## config.mk

```make
export PLATFORM = sky130hd
export DESIGN_NAME = lsp_scalar_encoder
export DESIGN_NICKNAME = d
export VERILOG_FILES = /design/src/rtl/lsp_scalar_encoder_pkg.sv /design/src/rtl/lsp_scalar_encoder_qmult.sv /design/src/rtl/lsp_scalar_encoder.sv
export SDC_FILE = /design/constraint.sdc
export NUM_CORES = 1
export LEC_CHECK = 0
export CELL_PAD_IN_SITES_DETAIL_PLACEMENT = 0
export CELL_PAD_IN_SITES_GLOBAL_PLACEMENT = 1
export CORE_MARGIN = 1.5
export CORE_UTILIZATION = 30
export DETAILED_ROUTE_END_ITERATION = 10
export GPL_ROUTABILITY_DRIVEN = 0
export PLACE_DENSITY_LB_ADDON = 0.1
export SLEW_MARGIN = 30
export SYNTH_ARGS = -nofsm -noshare
export SYNTH_HDL_FRONTEND = slang
export SYNTH_SLANG_ARGS = --single-unit
```

## constraint.sdc

```tcl
create_clock -name clk -period 7.3 [get_ports clk]
set_input_delay 1.095 -clock clk [delete_from_list [all_inputs] [get_ports clk]]
set_output_delay 1.095 -clock clk [all_outputs]
set_load 0.005 [all_outputs]
```

## src/rtl/lsp_scalar_encoder_pkg.sv

```systemverilog
// Shared constants, tables and FSM encoding for the LSP scalar encoder.
package lsp_pkg;

    localparam int LSP_ORDER  = 10;
    localparam int LSP_BITS_W = 36;

    // 4000/pi in Q16.16: converts an LSP in radians to Hz at 8 kHz sampling.
    localparam logic [31:0] RADTOHZ = 32'h04F93D52;

    // Bits per LSP index; element 0 is the first LSP of the frame.
    localparam logic [LSP_ORDER-1:0][2:0] BITS_TAB = {
        3'd2, 3'd3, 3'd3, 3'd4, 3'd4, 3'd4, 3'd4, 3'd4, 3'd4, 3'd4
    };

    // Codebook size per order, always 2^BITS_TAB[i].
    localparam logic [LSP_ORDER-1:0][4:0] M_TAB = {
        5'd4, 5'd8, 5'd8, {7{5'd16}}
    };

    // LSB position of each field inside lsp_bits (order 0 sits at the top).
    localparam logic [LSP_ORDER-1:0][5:0] OFS_TAB = {
        6'd0, 6'd2, 6'd5, 6'd8, 6'd12, 6'd16, 6'd20, 6'd24, 6'd28, 6'd32
    };

    typedef enum logic [2:0] {
        S_IDLE,
        S_ADDR,
        S_READ,
        S_MULT,
        S_QSTART,
        S_QWAIT,
        S_STORE,
        S_FIN
    } lsp_state_e;

    // Mask covering a field of width w starting at bit ofs.
    function automatic logic [LSP_BITS_W-1:0] field_mask(input logic [2:0] w,
                                                         input logic [5:0] ofs);
        return ((LSP_BITS_W'(1) << w) - LSP_BITS_W'(1)) << ofs;
    endfunction

endpackage

```

## src/rtl/lsp_scalar_encoder_qmult.sv

```systemverilog
// Signed fixed-point multiplier: y = a * b with Q fractional bits, truncated.
module qmult #(
    parameter int Q = 16,
    parameter int N = 32
) (
    input  logic [N-1:0] a,
    input  logic [N-1:0] b,
    output logic [N-1:0] y
);

    logic signed [2*N-1:0] a_ext;
    logic signed [2*N-1:0] b_ext;
    logic signed [2*N-1:0] prod;

    // Sign-extend, multiply at full width, then drop the Q fraction LSBs.
    always_comb begin
        a_ext = {{N{a[N-1]}}, a};
        b_ext = {{N{b[N-1]}}, b};
        prod  = a_ext * b_ext;
        y     = N'(prod >>> Q);
    end

endmodule

```

## src/rtl/lsp_scalar_encoder.sv

```systemverilog
// Walks the LSPs of a frame: reads each from RAM, converts rad->Hz, hands it
// to the external quantiser and packs the returned indexes MSB-first.
//
// Quantiser handshake: q_start is a level request that is high in every
// active state of an order and drops for exactly the STORE cycle, so the
// quantiser sees one low cycle between orders. q_done is only accepted in
// QWAIT; q_index is captured in that same cycle and written in STORE.
module lsp_scalar_encoder #(
    parameter int N         = 32,
    parameter int Q         = 16,
    parameter int LSP_ORDER = lsp_pkg::LSP_ORDER
) (
    input  logic         clk,
    input  logic         rst,
    input  logic         start,
    output logic [3:0]   lsp_addr,
    input  logic [N-1:0] lsp_rdata,
    output logic         q_start,
    output logic [3:0]   q_order,
    output logic [4:0]   q_m,
    output logic [N-1:0] q_lsp_hz,
    input  logic [4:0]   q_index,
    input  logic         q_done,
    output logic [35:0]  lsp_bits,
    output logic         busy,
    output logic         done
);
    import lsp_pkg::*;

    localparam logic [3:0] LAST_I = 4'(LSP_ORDER - 1);

    lsp_state_e       state_q, state_d;
    logic [3:0]       i_q, i_d;
    logic [3:0]       lsp_addr_q, lsp_addr_d;
    logic [N-1:0]     lsp_q, lsp_d;
    logic             q_start_q, q_start_d;
    logic [3:0]       q_order_q, q_order_d;
    logic [4:0]       q_m_q, q_m_d;
    logic [N-1:0]     q_lsp_hz_q, q_lsp_hz_d;
    logic [4:0]       q_idx_q, q_idx_d;
    logic [35:0]      lsp_bits_q, lsp_bits_d;
    logic             busy_q, busy_d;
    logic             done_q, done_d;
    logic [N-1:0]     hz;
    logic [35:0]      fmask;

    qmult #(.Q(Q), .N(N)) u_qmult (
        .a (N'(RADTOHZ)),
        .b (lsp_q),
        .y (hz)
    );

    // Next-state logic and datapath updates; registered outputs follow state_d.
    always_comb begin
        state_d    = state_q;
        i_d        = i_q;
        lsp_addr_d = lsp_addr_q;
        lsp_d      = lsp_q;
        q_order_d  = q_order_q;
        q_m_d      = q_m_q;
        q_lsp_hz_d = q_lsp_hz_q;
        q_idx_d    = q_idx_q;
        lsp_bits_d = lsp_bits_q;
        fmask      = field_mask(BITS_TAB[i_q], OFS_TAB[i_q]);

        case (state_q)
            S_IDLE: begin
                if (start) begin
                    state_d    = S_ADDR;
                    i_d        = '0;
                    lsp_addr_d = '0;
                    lsp_bits_d = '0;
                end
            end
            S_ADDR:  state_d = S_READ;
            S_READ:  state_d = S_MULT;
            S_MULT: begin
                lsp_d   = lsp_rdata;
                state_d = S_QSTART;
            end
            S_QSTART: begin
                q_lsp_hz_d = hz;
                q_order_d  = i_q;
                q_m_d      = M_TAB[i_q];
                state_d    = S_QWAIT;
            end
            S_QWAIT: begin
                if (q_done) begin
                    q_idx_d = q_index;
                    state_d = S_STORE;
                end
            end
            S_STORE: begin
                lsp_bits_d = (lsp_bits_q & ~fmask) |
                             ((36'(q_idx_q) << OFS_TAB[i_q]) & fmask);
                if (i_q == LAST_I) begin
                    state_d = S_FIN;
                end else begin
                    i_d        = i_q + 4'd1;
                    lsp_addr_d = i_q + 4'd1;
                    state_d    = S_ADDR;
                end
            end
            S_FIN: begin
                if (!start) state_d = S_IDLE;
            end
            default: state_d = S_IDLE;
        endcase

        q_start_d = (state_d == S_ADDR) || (state_d == S_READ) || (state_d == S_MULT) ||
                    (state_d == S_QSTART) || (state_d == S_QWAIT);
        busy_d    = q_start_d || (state_d == S_STORE);
        done_d    = (state_d == S_FIN);
    end

    // State and output registers, cleared asynchronously by rst low.
    always_ff @(posedge clk or negedge rst) begin
        if (!rst) begin
            state_q    <= S_IDLE;
            i_q        <= '0;
            lsp_addr_q <= '0;
            lsp_q      <= '0;
            q_start_q  <= 1'b0;
            q_order_q  <= '0;
            q_m_q      <= '0;
            q_lsp_hz_q <= '0;
            q_idx_q    <= '0;
            lsp_bits_q <= '0;
            busy_q     <= 1'b0;
            done_q     <= 1'b0;
        end else begin
            state_q    <= state_d;
            i_q        <= i_d;
            lsp_addr_q <= lsp_addr_d;
            lsp_q      <= lsp_d;
            q_start_q  <= q_start_d;
            q_order_q  <= q_order_d;
            q_m_q      <= q_m_d;
            q_lsp_hz_q <= q_lsp_hz_d;
            q_idx_q    <= q_idx_d;
            lsp_bits_q <= lsp_bits_d;
            busy_q     <= busy_d;
            done_q     <= done_d;
        end
    end

    assign lsp_addr = lsp_addr_q;
    assign q_start  = q_start_q;
    assign q_order  = q_order_q;
    assign q_m      = q_m_q;
    assign q_lsp_hz = q_lsp_hz_q;
    assign lsp_bits = lsp_bits_q;
    assign busy     = busy_q;
    assign done     = done_q;

endmodule

```

==> flow_summary.json <==
{
  "synth_area_um2": 20160,
  "fin_skew_ns": 0.01164,
  "slew_headroom_pct": 40.59,
  "drive_gt1_share_pct": 6.406,
  "cts_buffers": 17,
  "cts_hold_buf": 0,
  "antenna_found_initial": 0,
  "dominantRegCellSynth": "dfrtp_1",
  "cts.sinks": 122,
  "io_pins": 125,
  "portBuffers": 122,
  "period_minus_slack_ns": 6.867,
  "drt_iter0_markers": 652,
  "worstPathArrival_ns": 7.23,
  "tightest_slew_ns": 0.8894,
  "grtUsageTotal_pct": 19.11,
  "critPathCaptureType": "flip-flop",
  "ant_nets": 0,
  "grt_remaining_overflow": 0,
  "rows": 94,
  "setup_violations": 0,
  "cp-start-kind": "flip-flop",
  "fin_nets": 2914,
  "path_clk_slew_ns": 0.07,
  "synth-seq-cells": 122,
  "cts_tree": "done",
  "async_flop_share_pct": 100.0,
  "hold_class": "reg -> reg",
  "avgSynthCellArea_um2": 9.632,
  "die_area_um2": 68760,
  "initial_core_util_pct": 30.50,
  "crit_required_ns": 7.67,
  "root_buffer": "clkbuf_16",
  "setup_tns_ns": 0,
  "area_delta_synth_final_pct": 15.20,
  "antenna_cells": 0,
  "drc_errors": 0,
  "drv_slew": 0,
  "firstDrtPassIters": 5,
  "ys_seq_area_share_pct": 15.14,
  "max_freq_mhz": 145.6,
  "ctsLongestPathBuffers": 2,
  "path_max_fanout": 8,
  "pre_cts_slack_ns": 0.3120,
  "yosysWarningCount": 0,
  "grt_max_degree": 76,
  "via_per_inst": 4.557,
  "grt_pass1_vias": 15992,
  "dpl.hpwl_mm": 52.44,
  "die_h_um": 262.2,
  "netlist_instances": 2093,
  "yosys.area.top_type": "fa_1",
  "critical_path_class": "reg -> reg",
  "setup_ws_ns": 0.4331,
  "synth_edf_count": 0,
  "die_x_um": 262.2,
  "num_vias": 14181,
  "synthTopCellsByArea": "fa_1 (33%), ha_1 (19%), dfrtp_1 (15%)",
  "ctsHtreeMaxLevel": 4,
  "fin_hold_ws_ns": 0.4759,
  "grt_pass1_wl_mm": 98.84,
  "finalCritPeriodShare_pct": 94.07,
  "cap_violations": 0,
  "routed_wl_mm": 62.45,
  "grt_setup_unrepaired": "false",
  "outcome": "finished clean",
  "core_area_um2": 66100,
  "netlist.area_leader.share_pct": 32.97,
  "yosysUniqueCellTypes": 64,
  "wire_per_inst_um": 20.07,
  "hold_viol": 0,
  "worst_skew_pair.late_latency_ns": 0.48
}
[cells by family after synthesis]
| group | Yosys count | share of synthesized area, % |
|---|---|---|
| AND/OR/NAND/NOR | 271 | 6.176 |
| buffers and inverters | 669 | 12.52 |
| XOR/XNOR | 52 | 2.259 |
| AO/OA/AOI/OAI | 289 | 9.155 |
| multiplexers | 50 | 2.743 |
| adder cells (fa/ha/maj) | 638 | 51.96 |
| other | 2 | 0.03725 |
| flip-flops | 122 | 15.14 |
[worst max-delay path: stages, from the launching register on]
cell and delay [ns]:
dfrtp_1 0.54, inv_1 0.10, fa_1 0.56, inv_1 0.07, ha_1 0.27, inv_1 0.05, fa_1 0.48, inv_1 0.08
fa_1 0.50, inv_1 0.05, fa_1 0.54, inv_1 0.05, fa_1 0.48, inv_1 0.05, fa_1 0.47, inv_1 0.04
ha_1 0.34, a21oi_1 0.22, o21ai_1 0.12, a2111oi_0 0.45, buf_4 0.20, nor4b_1 0.05, nor2_1 0.31, a21o_1 0.30
o31ai_4 0.12, o311ai_1 0.31
[worst paths after layout]
kind | startpoint | to | slack, ns | cells past startpoint
max | lsp_q[10] | q_lsp_hz[31] | 0.43 | 25
min | q_lsp_hz[15] | q_lsp_hz[15] | 0.48 | 2
max reg2reg | lsp_q[10] | q_lsp_hz[31] | 0.43 | 25
min reg2reg | q_lsp_hz[15] | q_lsp_hz[15] | 0.48 | 2
max in group asynchronous | rst | lsp_q[16] | 5.30 | 2
min in group asynchronous | rst | lsp_q[1] | 0.69 | 1
[registers in the layout (all words and copies together) (netlist names), 3 cells and up]
| register | flops |
|---|---|
| lsp_bits | 36 |
| q_m | 3 |
| lsp_addr | 4 |
| q_lsp_hz | 32 |
| q_order | 4 |
| state_q | 3 |
| lsp_q | 32 |
| q_idx_q | 5 |
[cell type report]
type,instances,area [um^2]
Clock buffer,18,429.2
Fill cell,6921,42870
Tap cell,864,1081
Inverter,617,2316
Timing Repair Buffer,174,1613
Multi-Input combinational cell,1303,14590
Clock inverter,14,140.1
Sequential cell,122,3057
[cells in the mapped netlist (11+ instances only)]
library cell	count
a211oi_1	11
a21o_1	21
a21oi_1	53
a22o_1	11
a31oi_1	11
clkbuf_1	39
dfrtp_1	122
fa_1	332
ha_1	306
inv_1	617
mux2_2	42
nand2_1	121
nand3_1	20
nor2_1	48
nor3_1	18
o21ai_0	92
o21ai_1	17
o22ai_1	11
xnor2_1	37
xor2_1	15
[what timing repair did]
item | CTS | global route
endpoints found under the setup margin | 0 | 2
resized for setup | 0 | 3
setup buffers | 0 | 0
[metal layers]
layer / GRT usage [%] / routed length, um / part of all wire, % / vias to the layer above
li1: - / - / - / 6796
met1: 25.00 / 28950 / 46 / 7158
met2: 33.75 / 31210 / 50 / 195
met3: 2.619 / 1701 / 2.7 / 32
met4: 3.504 / 594 / 0.95 / 0
met5: 0 / 0 / 0 / -
[cells in the final DEF, fill, tap and decap left out, types with 21 or more instances in the layout]
cell and instances:
dfrtp_1 119, fa_1 332, o21ai_0 92, a21o_1 21, a21oi_1 53, nor2_1 48
buf_4 52, nand2_1 121, mux2_2 42, xnor2_1 37, inv_1 617, clkdlybuf4s50_1 121
ha_1 306
[per-stage QoR]
| step | std cells | util (%) | cell area, um^2 |
|---|---|---|---|
| detailed placement | 3080 | 34.27 | 22650 |
| global placement | 3080 | 34.27 | 22650 |
| CTS | 3112 | 35.13 | 23220 |
| floorplan | 2094 | - | 20160 |
| finish | 3112 | 35.13 | 23220 |
| global route | 3112 | 35.13 | 23220 |
Power is not shown: default switching activity piles up to over one toggle a cycle in this logic, so the estimate is an artifact.
==> RTL change: new RTL, same settings <==
Remove the register `busy_q`: a continuous assignment takes its place, so the output `busy` follows one clock earlier.
--- a/src/rtl/lsp_scalar_encoder.sv
+++ b/src/rtl/lsp_scalar_encoder.sv
@@ -126,7 +126,6 @@
             q_lsp_hz_q <= '0;
             q_idx_q    <= '0;
             lsp_bits_q <= '0;
-            busy_q     <= 1'b0;
             done_q     <= 1'b0;
         end else begin
             state_q    <= state_d;
@@ -139,10 +138,11 @@
             q_lsp_hz_q <= q_lsp_hz_d;
             q_idx_q    <= q_idx_d;
             lsp_bits_q <= lsp_bits_d;
-            busy_q     <= busy_d;
             done_q     <= done_d;
         end
     end
+
+    assign busy_q = busy_d;
 
     assign lsp_addr = lsp_addr_q;
     assign q_start  = q_start_q;
Check against the original RTL: not equivalent (a bounded check fails within 4 cycles, from zero or initial values and one cycle with rst low).
==> RTL change against the unedited design <==
Fmax fell by 1.7%; sequential cell count is 1 lower; clock skew increased by 0.0017 ns; routed wire length increased by 0.22%; sequential share of layout area is 0.13 points lower; synthesized area decreased by 0.12%; highest routed layer unchanged; cell area about the same; worst setup slack worse by 0.12 ns.
Power is left out: the tool's default activity adds up to more than one toggle a clock period on the data nets, which glitch-free logic cannot reach.
==> RTL change: results <==
<?xml version="1.0" encoding="UTF-8"?>
<metrics>
  <group name="routing">
    <metric name="met3WireLength" unit="um">1420</metric>
    <metric name="routed_wirelength" unit="um">62600</metric>
    <metric name="dr.first_iter.drc_count" unit="">563</metric>
    <metric name="met2_length" unit="um">31500</metric>
    <metric name="met1Wirelength" unit="um">29100</metric>
    <metric name="vias" unit="">14300</metric>
    <metric name="highest-signal-layer" unit="">met4</metric>
    <metric name="first_pass_iters" unit="">5</metric>
  </group>
  <group name="timing">
    <metric name="worstMarginPinSlew" unit="ns">0.907</metric>
    <metric name="clock-skew-final" unit="ns">0.0134</metric>
  </group>
  <group name="global_routing">
    <metric name="first_global_vias" unit="">16000</metric>
    <metric name="grt_pass1_wl" unit="um">97700</metric>
    <metric name="grt_start_max_net_pins" unit="">77</metric>
    <metric name="antenna_found_initial" unit="">0</metric>
    <metric name="track_usage" unit="%">19.3</metric>
  </group>
  <group name="synthesis">
    <metric name="yosys-top-cells-count" unit="">sky130_fd_sc_hd__inv_1 (617), sky130_fd_sc_hd__fa_1 (332), sky130_fd_sc_hd__ha_1 (306)</metric>
    <metric name="seq_area_frac_synth" unit="%">15.0</metric>
    <metric name="synth.area.top_cells" unit="">sky130_fd_sc_hd__fa_1 (33%), sky130_fd_sc_hd__ha_1 (19%), sky130_fd_sc_hd__dfrtp_1 (15%)</metric>
    <metric name="yosysMostFrequentCell" unit="">sky130_fd_sc_hd__inv_1</metric>
    <metric name="distinct_cell_type_count_after_synthesis" unit="">64</metric>
    <metric name="synth_flop_cell" unit="">sky130_fd_sc_hd__dfrtp_1</metric>
  </group>
  <group name="cts">
    <metric name="cts_made_buffers" unit="">17</metric>
    <metric name="path_clk_slew" unit="ns">0.07</metric>
    <metric name="clk-insertion-delay-late" unit="ns">0.48</metric>
    <metric name="cts_htree_levels" unit="">4</metric>
  </group>
  <group name="final_layout">
    <metric name="fillers" unit="">6885</metric>
    <metric name="final_core_util" unit="%">35.1</metric>
    <metric name="num_antenna_cells" unit="">0</metric>
    <metric name="number_of_flip_flops_under_the_largest_register_name" unit="">36</metric>
    <metric name="final_nets" unit="">2917</metric>
    <metric name="fraction_of_layout_instances_using_a_drive_strength_above_1" unit="%">6.44</metric>
  </group>
  <group name="run_status">
    <metric name="run_status" unit="">complete, no violations</metric>
  </group>
  <group name="worst_setup_path">
    <metric name="crit_slowest_cell" unit="">sky130_fd_sc_hd__dfrtp_1</metric>
    <metric name="path_delay_family" unit="">adder cells</metric>
    <metric name="crit_start" unit="">lsp_q[14]</metric>
    <metric name="cells_on_worst_reg2reg_path" unit="">21</metric>
    <metric name="critPathMaxFanout" unit="">9</metric>
    <metric name="slowest_delay" unit="ns">0.68</metric>
  </group>
  <group name="min_path">
    <metric name="hold_path.startpoint" unit="">q_lsp_hz[23]</metric>
    <metric name="min_delay_path_depth" unit="">2</metric>
    <metric name="worstHoldPathType" unit="">flip-flop to flip-flop</metric>
  </group>
  <group name="placement">
    <metric name="place.port_buffers" unit="">122</metric>
    <metric name="hpwlAfterDp" unit="um">52900</metric>
    <metric name="placed_cell_area" unit="um2">22700</metric>
  </group>
</metrics>
[RTL change: changes by cell type after synthesis]
cell,change
sky130_fd_sc_hd__dfrtp_1,-1
[RTL change: cells by family (layout without fill, tap and decap cells)]
| logic type | Yosys count | after routing | synth area share (%) |
|---|---|---|---|
| compound gates | 289 | 289 | 9.17 |
| buf+inv | 669 | 827 | 12.5 |
| xor+xnor | 52 | 52 | 2.26 |
| mux | 50 | 50 | 2.75 |
| simple gates | 271 | 271 | 6.18 |
| fa+ha+maj | 638 | 638 | 52.0 |
| other cells | 2 | 3 | 0.0373 |
| flops | 121 | 121 | 15.0 |
[RTL change: stage by stage]
stage | instances | worst slack [ns]
floorplan | 2093 | 0.911
global placement | 3083 | 0.304
detailed placement | 3083 | 0.333
CTS | 3115 | 0.272
global route | 3115 | 0.00341
finish | 3115 | 0.318
[RTL change: final timing paths]
kind	endpoint	slack, ns
min in group asynchronous	lsp_q[1]	0.70
worst max register to register	q_lsp_hz[30]	0.32
max in group asynchronous	q_lsp_hz[15]	5.37
worst min register to register	q_lsp_hz[23]	0.48
worst min-delay path	q_lsp_hz[23]	0.48
worst max-delay path	q_lsp_hz[30]	0.32
[RTL change: routing by layer]
metal / global-route usage, % / up-vias
met3: 2.17 / 32
met5: 0 / -
met4: 3.56 / 0
met2: 34.3 / 186
li1: - / 6796
met1: 25.4 / 7261
[RTL change: final cells by class]
| class | instances | share of cell area (%) |
|---|---|---|
| Multi-Input combinational cell | 1303 | 62.8 |
| Sequential cell | 121 | 13.0 |
| Inverter | 617 | 9.97 |
| Timing Repair Buffer | 178 | 7.07 |
| Tap cell | 864 | 4.65 |
| Clock buffer | 18 | 1.85 |
| Clock inverter | 14 | 0.603 |
